==> config.mk <==
export PLATFORM = sky130hd
export DESIGN_NAME = alu_seq_ctl
export DESIGN_NICKNAME = d
export VERILOG_FILES = /design/src/rtl/alu_seq_pkg.sv /design/src/rtl/alu_seq_decode.sv /design/src/rtl/alu_seq_ctl.sv
export SDC_FILE = /design/constraint.sdc
export NUM_CORES = 1
export LEC_CHECK = 0
export CELL_PAD_IN_SITES_DETAIL_PLACEMENT = 1
export CELL_PAD_IN_SITES_GLOBAL_PLACEMENT = 1
export CORE_UTILIZATION = 32
export DETAILED_ROUTE_END_ITERATION = 10
export GPL_ROUTABILITY_DRIVEN = 1
export PLACE_DENSITY = 0.9
export SLEW_MARGIN = 10
export SYNTH_ARGS = -nofsm -noshare
export SYNTH_HDL_FRONTEND = slang
export SYNTH_SLANG_ARGS = --single-unit
export TNS_END_PERCENT = 50
==> constraint.sdc <==
create_clock -name Clock -period 4.23 [get_ports Clock]
set_input_delay 1.0575 -clock Clock [delete_from_list [all_inputs] [get_ports Clock]]
set_output_delay 1.0575 -clock Clock [all_outputs]
set_load 0.05 [all_outputs]
==> src/rtl/alu_seq_pkg.sv <==
// Shared types and constants for the ALU instruction sequencer and its decoder.
package alu_seq_pkg;

  localparam int unsigned OPC_W = 5;
  localparam int unsigned CTL_W = 6;

  typedef enum logic [3:0] {
    StIdle,
    StT0,
    StT1,
    StT1W,
    StT2,
    StT3,
    StT4,
    StT5,
    StT6,
    StHalt
  } state_e;

  typedef enum logic [2:0] {
    ClsBinary,
    ClsImm,
    ClsMulDiv,
    ClsUnary,
    ClsIllegal
  } opc_class_e;

  localparam logic [OPC_W-1:0] OPC_ADD  = 5'd3;
  localparam logic [OPC_W-1:0] OPC_SUB  = 5'd4;
  localparam logic [OPC_W-1:0] OPC_AND  = 5'd5;
  localparam logic [OPC_W-1:0] OPC_OR   = 5'd6;
  localparam logic [OPC_W-1:0] OPC_SHR  = 5'd7;
  localparam logic [OPC_W-1:0] OPC_SHRA = 5'd8;
  localparam logic [OPC_W-1:0] OPC_SHL  = 5'd9;
  localparam logic [OPC_W-1:0] OPC_ROR  = 5'd10;
  localparam logic [OPC_W-1:0] OPC_ROL  = 5'd11;
  localparam logic [OPC_W-1:0] OPC_ADDI = 5'd12;
  localparam logic [OPC_W-1:0] OPC_ANDI = 5'd13;
  localparam logic [OPC_W-1:0] OPC_ORI  = 5'd14;
  localparam logic [OPC_W-1:0] OPC_MUL  = 5'd15;
  localparam logic [OPC_W-1:0] OPC_DIV  = 5'd16;
  localparam logic [OPC_W-1:0] OPC_NEG  = 5'd17;
  localparam logic [OPC_W-1:0] OPC_NOT  = 5'd18;

  // Map an opcode onto the step sequence it needs.
  function automatic opc_class_e opc_class(input logic [OPC_W-1:0] opc);
    opc_class_e cls;
    case (opc)
      OPC_ADD, OPC_SUB, OPC_AND, OPC_OR, OPC_SHR,
      OPC_SHRA, OPC_SHL, OPC_ROR, OPC_ROL: cls = ClsBinary;
      OPC_ADDI, OPC_ANDI, OPC_ORI:          cls = ClsImm;
      OPC_MUL, OPC_DIV:                     cls = ClsMulDiv;
      OPC_NEG, OPC_NOT:                     cls = ClsUnary;
      default:                              cls = ClsIllegal;
    endcase
    return cls;
  endfunction

endpackage

==> src/rtl/alu_seq_decode.sv <==
// Combinational opcode-class decoder; shared with other instruction sequencers.
module alu_seq_decode
  import alu_seq_pkg::*;
(
  input  logic [OPC_W-1:0] opcode_i,
  output opc_class_e       op_class_o
);

  // Pure table lookup, no state.
  always_comb begin
    op_class_o = opc_class(opcode_i);
  end

endmodule

==> src/rtl/alu_seq_ctl.sv <==
// ALU instruction control sequencer: fetch / operand / execute / writeback steps.
// Optional macro ALU_SEQ_INSTR_CNT_EN adds a 32-bit retired-instruction counter.
module alu_seq_ctl
  import alu_seq_pkg::*;
#(
  parameter int unsigned MEM_WAIT_MAX = 15
) (
  input  logic             Clock,
  input  logic             Reset,
  input  logic             run,
  input  logic             mem_ready,
  input  logic [OPC_W-1:0] ir_opcode,
  output logic             PCout,
  output logic             MARin,
  output logic             IncPC,
  output logic             PCin,
  output logic             Read,
  output logic             MDRin,
  output logic             MDRout,
  output logic             IRin,
  output logic             Gra,
  output logic             Grb,
  output logic             Grc,
  output logic             Rin,
  output logic             Rout,
  output logic             Cout,
  output logic             Yin,
  output logic             Zin,
  output logic             Zlowout,
  output logic             Zhighout,
  output logic             LOin,
  output logic             HIin,
  output logic [CTL_W-1:0] ALU_ctl,
  output logic             instr_done,
  output logic             fault
`ifdef ALU_SEQ_INSTR_CNT_EN
  ,
  output logic [31:0]      instr_count
`endif
);

  localparam int unsigned WaitW = (MEM_WAIT_MAX > 1) ? $clog2(MEM_WAIT_MAX) : 1;

  state_e           state_q;
  logic [WaitW-1:0] wait_q;
  opc_class_e       op_class;
  logic [CTL_W-1:0] exec_ctl;

  alu_seq_decode u_decode (
    .opcode_i   (ir_opcode),
    .op_class_o (op_class)
  );

  assign exec_ctl = {{(CTL_W-OPC_W){1'b0}}, ir_opcode};

  // Step sequencing; run is looked at only in IDLE and in an instruction's final step.
  always_ff @(posedge Clock) begin
    if (Reset) begin
      state_q <= StIdle;
      wait_q  <= '0;
    end else begin
      unique case (state_q)
        StIdle: if (run) state_q <= StT0;
        StT0:   state_q <= StT1;
        StT1: begin
          wait_q  <= '0;
          state_q <= mem_ready ? StT2 : StT1W;
        end
        StT1W: begin
          if (mem_ready) begin
            state_q <= StT2;
          end else if (wait_q == WaitW'(MEM_WAIT_MAX - 1)) begin
            state_q <= StHalt;
          end else begin
            wait_q <= wait_q + WaitW'(1);
          end
        end
        StT2:   state_q <= StT3;
        StT3:   state_q <= (op_class == ClsIllegal) ? StHalt : StT4;
        StT4: begin
          if (op_class == ClsUnary) state_q <= run ? StT0 : StIdle;
          else                      state_q <= StT5;
        end
        StT5: begin
          if (op_class == ClsMulDiv) state_q <= StT6;
          else                       state_q <= run ? StT0 : StIdle;
        end
        StT6:   state_q <= run ? StT0 : StIdle;
        StHalt: state_q <= StHalt;
        default: state_q <= StHalt;
      endcase
    end
  end

  // Moore strobe decode; each state enables at most one bus driver.
  always_comb begin
    PCout      = 1'b0;
    MARin      = 1'b0;
    IncPC      = 1'b0;
    PCin       = 1'b0;
    Read       = 1'b0;
    MDRin      = 1'b0;
    MDRout     = 1'b0;
    IRin       = 1'b0;
    Gra        = 1'b0;
    Grb        = 1'b0;
    Grc        = 1'b0;
    Rin        = 1'b0;
    Rout       = 1'b0;
    Cout       = 1'b0;
    Yin        = 1'b0;
    Zin        = 1'b0;
    Zlowout    = 1'b0;
    Zhighout   = 1'b0;
    LOin       = 1'b0;
    HIin       = 1'b0;
    ALU_ctl    = '0;
    instr_done = 1'b0;
    fault      = 1'b0;
    unique case (state_q)
      StT0: begin
        PCout = 1'b1;
        MARin = 1'b1;
        IncPC = 1'b1;
        Zin   = 1'b1;
      end
      StT1: begin
        Zlowout = 1'b1;
        PCin    = 1'b1;
        Read    = 1'b1;
        MDRin   = 1'b1;
      end
      StT1W: begin
        Read  = 1'b1;
        MDRin = 1'b1;
      end
      StT2: begin
        MDRout = 1'b1;
        IRin   = 1'b1;
      end
      StT3: begin
        if (op_class == ClsUnary) begin
          Grb     = 1'b1;
          Rout    = 1'b1;
          Zin     = 1'b1;
          ALU_ctl = exec_ctl;
        end else if (op_class != ClsIllegal) begin
          Grb  = 1'b1;
          Rout = 1'b1;
          Yin  = 1'b1;
        end
      end
      StT4: begin
        if (op_class == ClsUnary) begin
          Zlowout    = 1'b1;
          Gra        = 1'b1;
          Rin        = 1'b1;
          instr_done = 1'b1;
        end else if (op_class == ClsImm) begin
          Cout    = 1'b1;
          Zin     = 1'b1;
          ALU_ctl = exec_ctl;
        end else if (op_class != ClsIllegal) begin
          Grc     = 1'b1;
          Rout    = 1'b1;
          Zin     = 1'b1;
          ALU_ctl = exec_ctl;
        end
      end
      StT5: begin
        Zlowout = 1'b1;
        if (op_class == ClsMulDiv) begin
          LOin = 1'b1;
        end else begin
          Gra        = 1'b1;
          Rin        = 1'b1;
          instr_done = 1'b1;
        end
      end
      StT6: begin
        Zhighout   = 1'b1;
        HIin       = 1'b1;
        instr_done = 1'b1;
      end
      StHalt: fault = 1'b1;
      default: ;
    endcase
  end

`ifdef ALU_SEQ_INSTR_CNT_EN
  logic [31:0] instr_count_q;

  // Retired-instruction count; instr_done never fires in HALT, so HALT freezes it.
  always_ff @(posedge Clock) begin
    if (Reset)           instr_count_q <= '0;
    else if (instr_done) instr_count_q <= instr_count_q + 32'd1;
  end

  assign instr_count = instr_count_q;
`endif

endmodule

# ---- Word level (Yosys, flattened, before mapping)
# Memories as Yosys holds them, arrays and structs flattened.
# Cells that the tools add are included.
dict set report op_classes {
  addsub 1
  n_eq_ne 19
  n_mux 45
  reduce_logical 6
}
# op count
set ops {}
lappend ops {{4-bit case mux with 9 select lines} 1}
lappend ops {{4-bit two-way mux} 7}
lappend ops {{1-bit two-way mux} 24}
lappend ops {{5-bit two-way mux} 4}
lappend ops {{4-bit by 3-bit equality test with 1-bit output, second input constant} 4}
lappend ops {{4-bit equality test, second input constant} 3}
lappend ops {{5-bit case mux with 2 select lines} 1}
lappend ops {{4-bit by 2-bit equality test with 1-bit output, second input constant} 2}
lappend ops {{4-bit case mux with 2 select lines} 1}
lappend ops {{3-bit by 2-bit equality test with 1-bit output, second input constant} 2}
lappend ops {{3-bit two-way mux} 2}
lappend ops {{2-bit != test, second input constant} 3}
lappend ops {{3-bit != test, second input constant} 2}
lappend ops {{1-bit case mux with 2 select lines} 3}
lappend ops {{1-bit case mux with 3 select lines} 2}
lappend ops {{4-bit by 1-bit adder with 4-bit output, second input constant} 1}
lappend ops {{4-bit by 1-bit equality test with 1-bit output, second input constant} 1}
lappend ops {{4-bit logical NOT} 1}
lappend ops {{2-bit OR reduction} 2}
lappend ops {{3-bit by 1-bit equality test with 1-bit output, second input constant} 1}
lappend ops {{3-bit equality test, second input constant} 1}
lappend ops {{3-bit AND reduction} 1}
lappend ops {{2-bit AND reduction} 1}
lappend ops {{2-bit nonzero test} 1}
dict set report word_totals {
  ff_bits 8
  rom_bits 96
  inputBits 9
  out_inout_bits 28
  elab_cells 74
  memories 1
}
# memory depth width read_ports rd_ports_with_merged_regs wr line_no
set mem_list {}
lappend mem_list {{(name not given)} 32 3 1 0 0 alu_seq_pkg.sv:48} ;# case (opc)

# ---- Logic depth before layout (Yosys ltp)
# Gate-level depths: netlist (run 1).
# An unclocked memory read counts as a cell.
dict set report logic_depth {
  depth_word 6
  ltp_mapped 7
  depth_no_buf 7
}

# ---- Cells and area by module
# A second synthesis (run 1) with hierarchy kept.
dict set report unflattened {
  hier_cells 121
  hier_area_um2 870.8
}
# mod instances cells_per_inst area_each_um2 seq_area_each_um2
set by_module_without_submodules {}
lappend by_module_without_submodules {alu_seq_ctl 1 111 787.0 160.2}
lappend by_module_without_submodules {alu_seq_decode 1 10 83.8 0.0}

# ---- Worst setup path after synthesis (run 1)
# No wires, ideal clock.
dict set report synth_path {
  path_kind {input to output}
  startpoint {in ir_opcode[0]}
  endpoint {out instr_done}
  arrival_ns 3.462
  required_time_ns 3.173
  setup_slack_ns -0.290
  path_stages 6
  path_buffers 0
  cell_sequence {ha_1 -> nor3_4 -> and3_2 -> mux2i_1 -> nor3_1 -> or2_2}
}
dict set report synth_via {
  elab_chain_cells 4
  word_cells_on_any_way 6
  classes_between {eq/ne (2); mux (3); memory (1)}
}
# element line_no
set synth_rtl {}
lappend synth_rtl {{from (decl)} alu_seq_ctl.sv:12} ;# input logic [OPC_W-1:0] ir_opcode,
lappend synth_rtl {{memory 32 x 3 bit *} --}
lappend synth_rtl {{3-bit by 2-bit equality test with 1-bit output, on equally long branches} {alu_seq_ctl.sv:172, alu_seq_ctl.sv:154}}
lappend synth_rtl {{1-bit two-way mux, on equally long branches} {alu_seq_ctl.sv:172, alu_seq_ctl.sv:154}}
lappend synth_rtl {{1-bit case mux with 3 select lines *} alu_seq_ctl.sv:120} ;# unique case (state_q)
lappend synth_rtl {{to (decl)} alu_seq_ctl.sv:34} ;# output logic instr_done,
# Mark *: on every way between the ends. The rest lies on a longest branch, timed or not.

# ---- Final worst setup path (run 1)
dict set report layout_path {
  startpoint {in ir_opcode[1]}
  endpoint {out Yin}
}
dict set report layout_via {
  elab_chain_cells 5
  word_cells_on_any_way 6
  classes_between {eq/ne (2); mux (3); memory (1)}
}
# element line_no
set layout_rtl {}
lappend layout_rtl {{memory 32 x 3 bit *} --}
lappend layout_rtl {{3-bit != test} alu_seq_ctl.sv:147} ;# end else if (op_class != ClsIllegal) begin
lappend layout_rtl {{1-bit two-way mux} alu_seq_ctl.sv:147}
lappend layout_rtl {{1-bit two-way mux *} alu_seq_ctl.sv:142} ;# if (op_class == ClsUnary) begin
lappend layout_rtl {{1-bit two-way mux *} alu_seq_ctl.sv:120}
lappend layout_rtl {{to (decl)} alu_seq_ctl.sv:27} ;# output logic Yin,
# Marks and branches as above.

==> qor.csv, run 1 <==
metric,value,unit
Final period util,0.976,
register bit count reported by yosys,8,
Slew HR,0.599,
vias per cell,5.43,
post-synth top area cell,dfxtp_1,
CTS sink count,8,
leakage,0.604,nW
Total GRT Usage,0.198,
Yosys Warn Count,0,
clk root buf,clkbuf_4,
HP Class,flip-flop to flip-flop,
die area,0.00312,sq mm
H-tree Lvls,1,
Bufs on Longest Clock Path,2,
Area Growth Syn to Fin,57.4,%
Synth Instances,124,
drt pass-1 iters,3,
die width,55.8,um
CTS tree,done,
DP HPWL,2280,um
Critical Path Sink Type,primary output,
Initial Util,0.336,
ANT nets after route,0,
Tot Pwr,0.726,mW
clk_lat worst skew,0.25,ns
achievable frequency,0.242,GHz
top post-synthesis cells by area,"dfxtp_1 17%, buf_4 6.5%, nor2_1 6.5%, ha_1 4.0%, nand2_1 4.0%",
Sum Neg Setup Slack,0,ns
fin crit period,4.13,ns
via count,1016,
port buffer count,35,
mapped cell area,927,sq um
crit-path max FO,4,
post-synthesis sequential area ratio,0.173,
TritonCTS Buffers,3,
pre-CTS setup slack,0.106,ns
Antenna Diode Count,0,
library cells used by synthesis,48,
Die Y,55.8,um
maximum vdd drop,481,uV
postcts setup bufs,0,
"Hold Violations, Final",0,
GPL Wtd Cong,0.870,
post-synth top area share,0.173,
hold_ws,0.569,ns
Congestion Overflow GR,0,
unrepaired setup endpoints after global routing,false,
I/O pin total,37,
post-synth net total,136,
Setup CP Type,input port to primary output,
First DRT Iteration DRCs,12,
outcome,"complete, no violations",
power density over cell area,498,mW/mm^2
Row Count,19,
Resize count post-CTS,0,
vias in the first global route,1106,
Final setup viols,0,
share of cells above drive strength 1,0.263,
"Avg Cell Area, Syn",7.48,sq um
final setup margin,0.103,ns
Post-synth ARST share,0,
fin util,0.529,
initial antenna violation count,0,
core area,0.00276,sq mm
Hold Crit Depth,2,
max-cap violations,0,
required time worst endpoint,3.17,ns
Post-CTS Hold Buffers,0,
dominant synthesized flop cell,dfxtp_1,
register clock-pin slew on the reported worst setup and hold paths,0.05,ns
wire per inst,15.0,um
# DRC,0,
"commonest non-fill, non-tap cells in the layout","19 x clkdlybuf4s50_1, 16 x nor2_1, 15 x buf_12",
"EDFF count, synth",0,
critical path data arrival time,3.07,ns
Max Slew Vio Count,0,
largest net degree at the start of global routing,18,
Worst Reg-to-Reg Cells,7,
Clock Skews,0.00114,ns
"commonest non-fill, non-tap cell in the layout",clkdlybuf4s50_1,
Critical Path Source Type,input port,
WL final,2800,um
# nets final,170,
worst slew pin tran,0.600,ns
first-pass GRT wire length,4910,um
sequential cells by signal, summed over array words and instances (netlist names):
signal	flops
state_q	4
wait_q	4
worst paths after layout:
check | from | to | slack [ns]
max | ir_opcode[1] | Yin | 0.10
min | wait_q[3]$_SDFFE_PP0P_ | wait_q[3]$_SDFFE_PP0P_ | 0.57
max reg2reg | wait_q[0]$_SDFFE_PP0P_ | wait_q[3]$_SDFFE_PP0P_ | 2.46
min reg2reg | wait_q[3]$_SDFFE_PP0P_ | wait_q[3]$_SDFFE_PP0P_ | 0.57
logic make-up (layout without fill, tap and decap cells):
family	after synthesis	in the layout	share of synthesized area
muxes	2	2	0.0216
buffers and inverters	19	51	0.112
and+or+nand+nor	65	65	0.421
xor gates and xnor gates	2	2	0.0189
other	1	1	0.00404
DFF	8	8	0.173
AOI/OAI and AO/OA	24	24	0.209
adders and majority gates	3	3	0.0405
layer usage:
metal / global-route usage / vias to the layer above / routed length (um)
met4: 0.115 / 0 / 61
li1: - / 499 / -
met2: 0.380 / 22 / 1580
met5: 0 / - / 0
met3: 0.0372 / 6 / 90
met1: 0.194 / 489 / 1070
where the power goes:
part	switching [mW]	internal (mW)
combinational	0.331	0.192
sequential	0.0532	0.0905
clock	0.0265	0.0325
cells in the mapped netlist (3+ instances only):
master	count
nor2_1	16
nand2_1	10
buf_4	8
dfxtp_1	8
inv_1	7
nor3_1	7
a31oi_1	5
and2_1	4
nand3_1	4
o21ai_0	4
a21oi_1	3
ha_1	3
nand2b_1	3
critical path, cell delays in order:
cell and delay, ns:
clkdlybuf4s50_1 0.43, ha_1 0.32, inv_1 0.10, a2111oi_4 0.41, or2_2 0.19, nand4_2 0.14, nor2_1 0.24, buf_12 0.17
stage by stage:
step                std cells  instance area (sq um)
detailed placement        184                   1440
global route              187                   1460
floorplan                 124                    932
CTS                       187                   1460
global placement          184                   1440
finish                    187                   1460
final cells by class:
type / count / area (sq um)
clock buffers: 3 / 22.5
fillers: 327 / 1300
inverters: 7 / 26.3
multi-input cells: 97 / 668
flip-flops and latches: 8 / 160
well taps: 31 / 38.8
repair buffers: 41 / 543
Note: power is estimated with default switching activity, not from simulation.
==> inputs of run 2 (changes only) <==
- CAP_MARGIN: default -> 15
==> results of run 2 <==
The final DEF is identical to that of run 1; final timing and power are the same.
==> inputs of run 3 (changes only) <==
- SLEW_MARGIN: 10 -> default
==> results of run 3 <==
The final DEF is identical to that of run 1; final timing and power are the same.
